[src/rtl/trackball_counter.sv]
// rtl/trackball_counter.sv - two-axis quadrature trackball position counter with atomic snapshot
//
// trackball_counter: top level; two independent axis counters sharing flip and snap.
//   Parameters
//     CNT_W     width of each axis position counter (1..7)
//     FILT_LEN  consecutive stable samples needed by the glitch filter (2..15)
//   Ports
//     clk                system clock, rising edge
//     reset              asynchronous active-high reset
//     h_clk / h_dir      horizontal quadrature clock / direction (async)
//     v_clk / v_dir      vertical quadrature clock / direction (async)
//     flip               inverts both effective directions
//     snap               one-cycle strobe capturing both axes into h_data_o / v_data_o
//     h_data_o/v_data_o  {direction latch, zero pad, counter snapshot}
//     h_edge_o/v_edge_o  one-cycle pulse per accepted count event
//   Build option
//     TRACKBALL_COUNTER_FILTER_EN  when defined, each synchronized axis clock passes
//                                  through a FILT_LEN-sample stability filter.
//
// trackball_counter_axis: one axis (synchronizers, optional filter, edge detect,
//   live counter, direction latch, snapshot register).

module trackball_counter_axis #(
    parameter int CNT_W    = 4,
    parameter int FILT_LEN = 4
) (
    input  logic       clk,
    input  logic       reset,
    input  logic       q_clk,
    input  logic       q_dir,
    input  logic       flip,
    input  logic       snap,
    output logic       edge_pulse,
    output logic [7:0] data
);

    localparam logic [CNT_W-1:0] CNT_ONE = {{(CNT_W-1){1'b0}}, 1'b1};

    // [0] is the metastability stage, [1] is the usable synchronized level
    logic [1:0] clk_sync;
    logic [1:0] dir_sync;
    // Shifts in ones after reset; full once the synchronizers hold real samples
    logic [1:0] sync_fill;

    logic             clk_s;
    logic             dir_s;
    logic             sync_full;
    logic             lvl;
    logic             lvl_q;
    logic             armed;
    logic             count_event;
    logic             eff_dir;
    logic [CNT_W-1:0] live_cnt;
    logic             dir_latch;
    logic [CNT_W-1:0] snap_cnt;
    logic             snap_dir;

    always_ff @(posedge clk or posedge reset) begin
        if (reset) begin
            clk_sync  <= 2'b00;
            dir_sync  <= 2'b00;
            sync_fill <= 2'b00;
        end else begin
            clk_sync  <= {clk_sync[0], q_clk};
            dir_sync  <= {dir_sync[0], q_dir};
            sync_fill <= {sync_fill[0], 1'b1};
        end
    end

    assign clk_s     = clk_sync[1];
    assign dir_s     = dir_sync[1];
    assign sync_full = sync_fill[1];

`ifdef TRACKBALL_COUNTER_FILTER_EN
    // The filtered level only follows clk_s after FILT_LEN consecutive
    // samples disagree with it; any agreeing sample restarts the count.
    logic       filt_lvl;
    logic [3:0] stab_cnt;

    always_ff @(posedge clk or posedge reset) begin
        if (reset) begin
            filt_lvl <= 1'b0;
            stab_cnt <= 4'd0;
        end else if (clk_s == filt_lvl) begin
            stab_cnt <= 4'd0;
        end else if (stab_cnt == 4'(FILT_LEN - 1)) begin
            filt_lvl <= clk_s;
            stab_cnt <= 4'd0;
        end else begin
            stab_cnt <= stab_cnt + 4'd1;
        end
    end

    assign lvl = filt_lvl;
`else
    assign lvl = clk_s;
`endif

    // An input that is already high when reset releases must not count:
    // edges are ignored until the level has been genuinely observed low.
    assign count_event = lvl & ~lvl_q & armed;
    assign eff_dir     = dir_s ^ flip;

    always_ff @(posedge clk or posedge reset) begin
        if (reset) begin
            lvl_q      <= 1'b0;
            armed      <= 1'b0;
            live_cnt   <= '0;
            dir_latch  <= 1'b0;
            edge_pulse <= 1'b0;
            snap_cnt   <= '0;
            snap_dir   <= 1'b0;
        end else begin
            lvl_q      <= lvl;
            edge_pulse <= count_event;
            if (sync_full && !clk_s && !lvl) begin
                armed <= 1'b1;
            end
            if (count_event) begin
                live_cnt  <= eff_dir ? (live_cnt + CNT_ONE) : (live_cnt - CNT_ONE);
                dir_latch <= eff_dir;
            end
            // Sees pre-update live values when a count event lands on the same edge
            if (snap) begin
                snap_cnt <= live_cnt;
                snap_dir <= dir_latch;
            end
        end
    end

    assign data = {snap_dir, 7'(snap_cnt)};

endmodule

module trackball_counter #(
    parameter int CNT_W    = 4,
    parameter int FILT_LEN = 4
) (
    input  logic       clk,
    input  logic       reset,
    input  logic       h_clk,
    input  logic       h_dir,
    input  logic       v_clk,
    input  logic       v_dir,
    input  logic       flip,
    input  logic       snap,
    output logic [7:0] h_data_o,
    output logic [7:0] v_data_o,
    output logic       h_edge_o,
    output logic       v_edge_o
);

    trackball_counter_axis #(
        .CNT_W   (CNT_W),
        .FILT_LEN(FILT_LEN)
    ) u_h_axis (
        .clk       (clk),
        .reset     (reset),
        .q_clk     (h_clk),
        .q_dir     (h_dir),
        .flip      (flip),
        .snap      (snap),
        .edge_pulse(h_edge_o),
        .data      (h_data_o)
    );

    trackball_counter_axis #(
        .CNT_W   (CNT_W),
        .FILT_LEN(FILT_LEN)
    ) u_v_axis (
        .clk       (clk),
        .reset     (reset),
        .q_clk     (v_clk),
        .q_dir     (v_dir),
        .flip      (flip),
        .snap      (snap),
        .edge_pulse(v_edge_o),
        .data      (v_data_o)
    );

endmodule

[config.mk]
export PLATFORM = sky130hd
export DESIGN_NAME = trackball_counter
export DESIGN_NICKNAME = d
export VERILOG_FILES = /design/src/rtl/trackball_counter.sv
export SDC_FILE = /design/constraint.sdc
export NUM_CORES = 1
export LEC_CHECK = 0
export ABC_AREA = 1
export CORE_UTILIZATION = 46
export CTS_CLUSTER_SIZE = 14
export DETAILED_ROUTE_END_ITERATION = 7
export PLACE_DENSITY = 0.73
export SKIP_LAST_GASP = 1
export SYNTH_ARGS = -nofsm -noshare
export SYNTH_HDL_FRONTEND = slang
export SYNTH_SLANG_ARGS = --single-unit
export TNS_END_PERCENT = 50
[constraint.sdc]
create_clock -name clk -period 1.2 [get_ports clk]
set_input_delay 0.12 -clock clk [delete_from_list [all_inputs] [get_ports clk]]
set_output_delay 0.12 -clock clk [all_outputs]
set_load 0.02 [all_outputs]
==> run metrics <==
reg-to-reg slack, setup -0.17 ns; CP peak stage delay 0.43 ns; FF+latch count, synth 36; Reg2Reg Depth 9; Post-route DRC 0; placed cell area 1907 µm²; Hold WS 0.1003 ns; clock tree from TritonCTS built; Post-Place Cells 234; skew final 0.01056 ns; port bufs 19; Mean Syn Cell Area 9.732 µm²; setup slack after layout -0.1668 ns; PwrDens 2012 nW/µm²; setup repair after global routing missed its margin yes; layout cells sized above 1 0.3100; reg-to-reg endpoint u_h_axis.live_cnt[2]; Core Area 3103 µm²; WP buf/inv 2; Leak 1.054 nW; GRT Overall Usage 0.1804; commonest non-fill, non-tap cell in the layout dfrtp_1; hold-fix buffers at CTS 0; antenna cell count 0; Post-Layout Cell Count 244; drt wl/cell 11.46 µm; initial DRC count 46; Hold Fails Final Rpt 0; commonest cells after routing, fill and taps aside dfrtp_1 (36), nand2_1 (23), buf_4 (19); die height 59.82 µm; global route overflow 0; Layout area overhead 33.69%; failing checks negative setup slack; Setup violations, final 5; vias in the first global route 1051; synthesized instance count 158; final worst-path cycle share 1.139; register area 900.9 µm²; Worst setup SP type register; Num CTS Buffers 5; via-per-instance ratio 4.684; Ys Warns 0; footprint of the multi-input gates 581.8 µm²; final core utilization 0.6625; status complete, but fails checks; GPL Wtd Cong 0.8299; first-pass GRT wire length 4540 µm; critical-path cell list nand2_1, nand3_2, nand2_2, inv_2, ha_4, inv_2, nand2_2, xor2_1, o21ai_1; crit-path max FO 3; root buf cell clkbuf_4; Post-Place Worst Slack -0.4861 ns; vias post-DR 1143; Critical Setup Path Class reg -> reg; antenna violations before repair 0; Fmax achieved 731.6 MHz; largest net degree at the start of global routing 37; HP Class in -> async; H-tree levels 2; Worst R2R Start u_h_axis.dir_sync[1]; wirelength, routed 2796 µm; Clock Sinks 36; I/O pin cnt 26; # rows 20; post-route cell area 2056 µm²; Worst Path Required 1.44 ns; hpwl dp 1943 µm; DRT Pass-1 Iters 4; final net count 209; VDD IR max 1003 µV; worst-path cell with the longest stage delay dfrtp_1; clock slew seen by the registers of the worst setup and hold paths 0.11 ns; Die Area 3578 µm²; Chip Width 59.82 µm; Clk Latency, worst-skew pair 0.35 ns; pins over their slew limit 0; Netlist cell types 19; cell area after synthesis 1538 µm²; post-route antenna net violation count 0; sequential share of the synthesized area 0.5858; initial core utilization 0.4956; CP delay by family, top flip-flops; Longest Clk Path Bufs 2; Filler cells 259; CP Capture Type register; worst endpoint data arrival time 1.61 ns; Max-Cap Viols 0; Final Critical Period 1.367 ns
## routing by layer
metal / share of wire / vias to the layer above / global-route usage / wire length [µm]
li1: - / 557 / - / -
met1: 0.44 / 540 / 0.2186 / 1225
met2: 0.50 / 42 / 0.2889 / 1401
met3: 0.049 / 4 / 0.06494 / 137
met4: 0.012 / 0 / 0.07973 / 33
met5: 0 / - / 0 / 0
## how the worst max path moves through the flow
stage / end / depth (start not counted) / slack, ns / start
final: u_h_axis.live_cnt[2] / 9 / -0.17 / u_h_axis.dir_sync[1]
after floorplan: u_h_axis.live_cnt[2] / 9 / -0.05 / u_h_axis.dir_sync[1]
after global placement: u_h_axis.live_cnt[2] / 11 / -0.42 / flip
after detailed placement: u_h_axis.live_cnt[2] / 11 / -0.49 / flip
after global routing: u_h_axis.live_cnt[2] / 10 / -0.28 / u_h_axis.dir_sync[1]
after CTS: v_data_o[2] / 1 / -0.24 / u_v_axis.snap_cnt[2]
## flip-flops by register name, summed over array words and instances, names as in the netlist, 2 cells and up
signal and count:
u_h_axis.clk_sync 2, u_h_axis.dir_sync 2, u_h_axis.live_cnt 4, u_h_axis.snap_cnt 4, u_v_axis.clk_sync 2, u_v_axis.dir_sync 2
u_v_axis.live_cnt 4, u_v_axis.snap_cnt 4
## power by group
group	switching (W)	internal (W)
logic	0.000829	0.000723
clock network	0.000410	0.000434
registers	0.000245	0.00150
## kinds of logic (layout without fill, tap and decap cells)
kind of cell,Yosys count,after routing,synth area share
compound gates,16,16,0.05207
xor+xnor,6,6,0.03906
fa+ha+maj,2,2,0.01627
buf+inv,33,70,0.1017
flops,36,36,0.5858
mux,4,4,0.02929
other cells,2,7,0.004884
simple gates,59,59,0.1709
## Yosys cell counts (all sizes together)
| library cell | number | share of area |
|---|---|---|
| xnor2 | 1 | 0.011 |
| xor2 | 5 | 0.028 |
| inv | 23 | 0.056 |
| mux2 | 4 | 0.029 |
| buf | 10 | 0.046 |
| conb | 2 | 0.0049 |
| nand2 | 37 | 0.095 |
| nand3 | 12 | 0.039 |
| ha | 2 | 0.016 |
| dfrtp | 36 | 0.59 |
| nor3 | 2 | 0.017 |
| o21ai | 10 | 0.033 |
| a21oi | 6 | 0.020 |
| nor2 | 8 | 0.020 |
## worst reg2reg max path, delay by kind of cell (launching register included)
kind,cells,cell delay (ns)
AOI/OAI and AO/OA,1,0.10
DFF,1,0.43
and+or+nand+nor,4,0.32
xor gates and xnor gates,1,0.17
adders and majority gates,1,0.14
buffers and inverters,2,0.08
## layout make-up
class,count,share of cell area
clock inverter,3,0.02069
sequential,36,0.4382
tap,44,0.02678
clock buffer,5,0.01826
timing repair buffer,39,0.1710
multi-input combinational,94,0.2830
inverter,23,0.04200
## stage by stage
stage | total power (W) | TNS (ns)
after floorplan | 0.002618 | -0.08644
after global placement | 0.003124 | -2.397
after detailed placement | 0.003186 | -2.691
after CTS | 0.003973 | -1.388
after global routing | 0.004430 | -1.218
final | 0.004136 | -0.5505
## what timing repair did
item | CTS | global route
gates resized for setup | 11 | 22
setup endpoints to repair | 18 | 16
buffers inserted | 0 | 2
hold endpoints to repair | 0 | 0
pin swaps | 0 | 10
(Power assumes the default switching activity.)
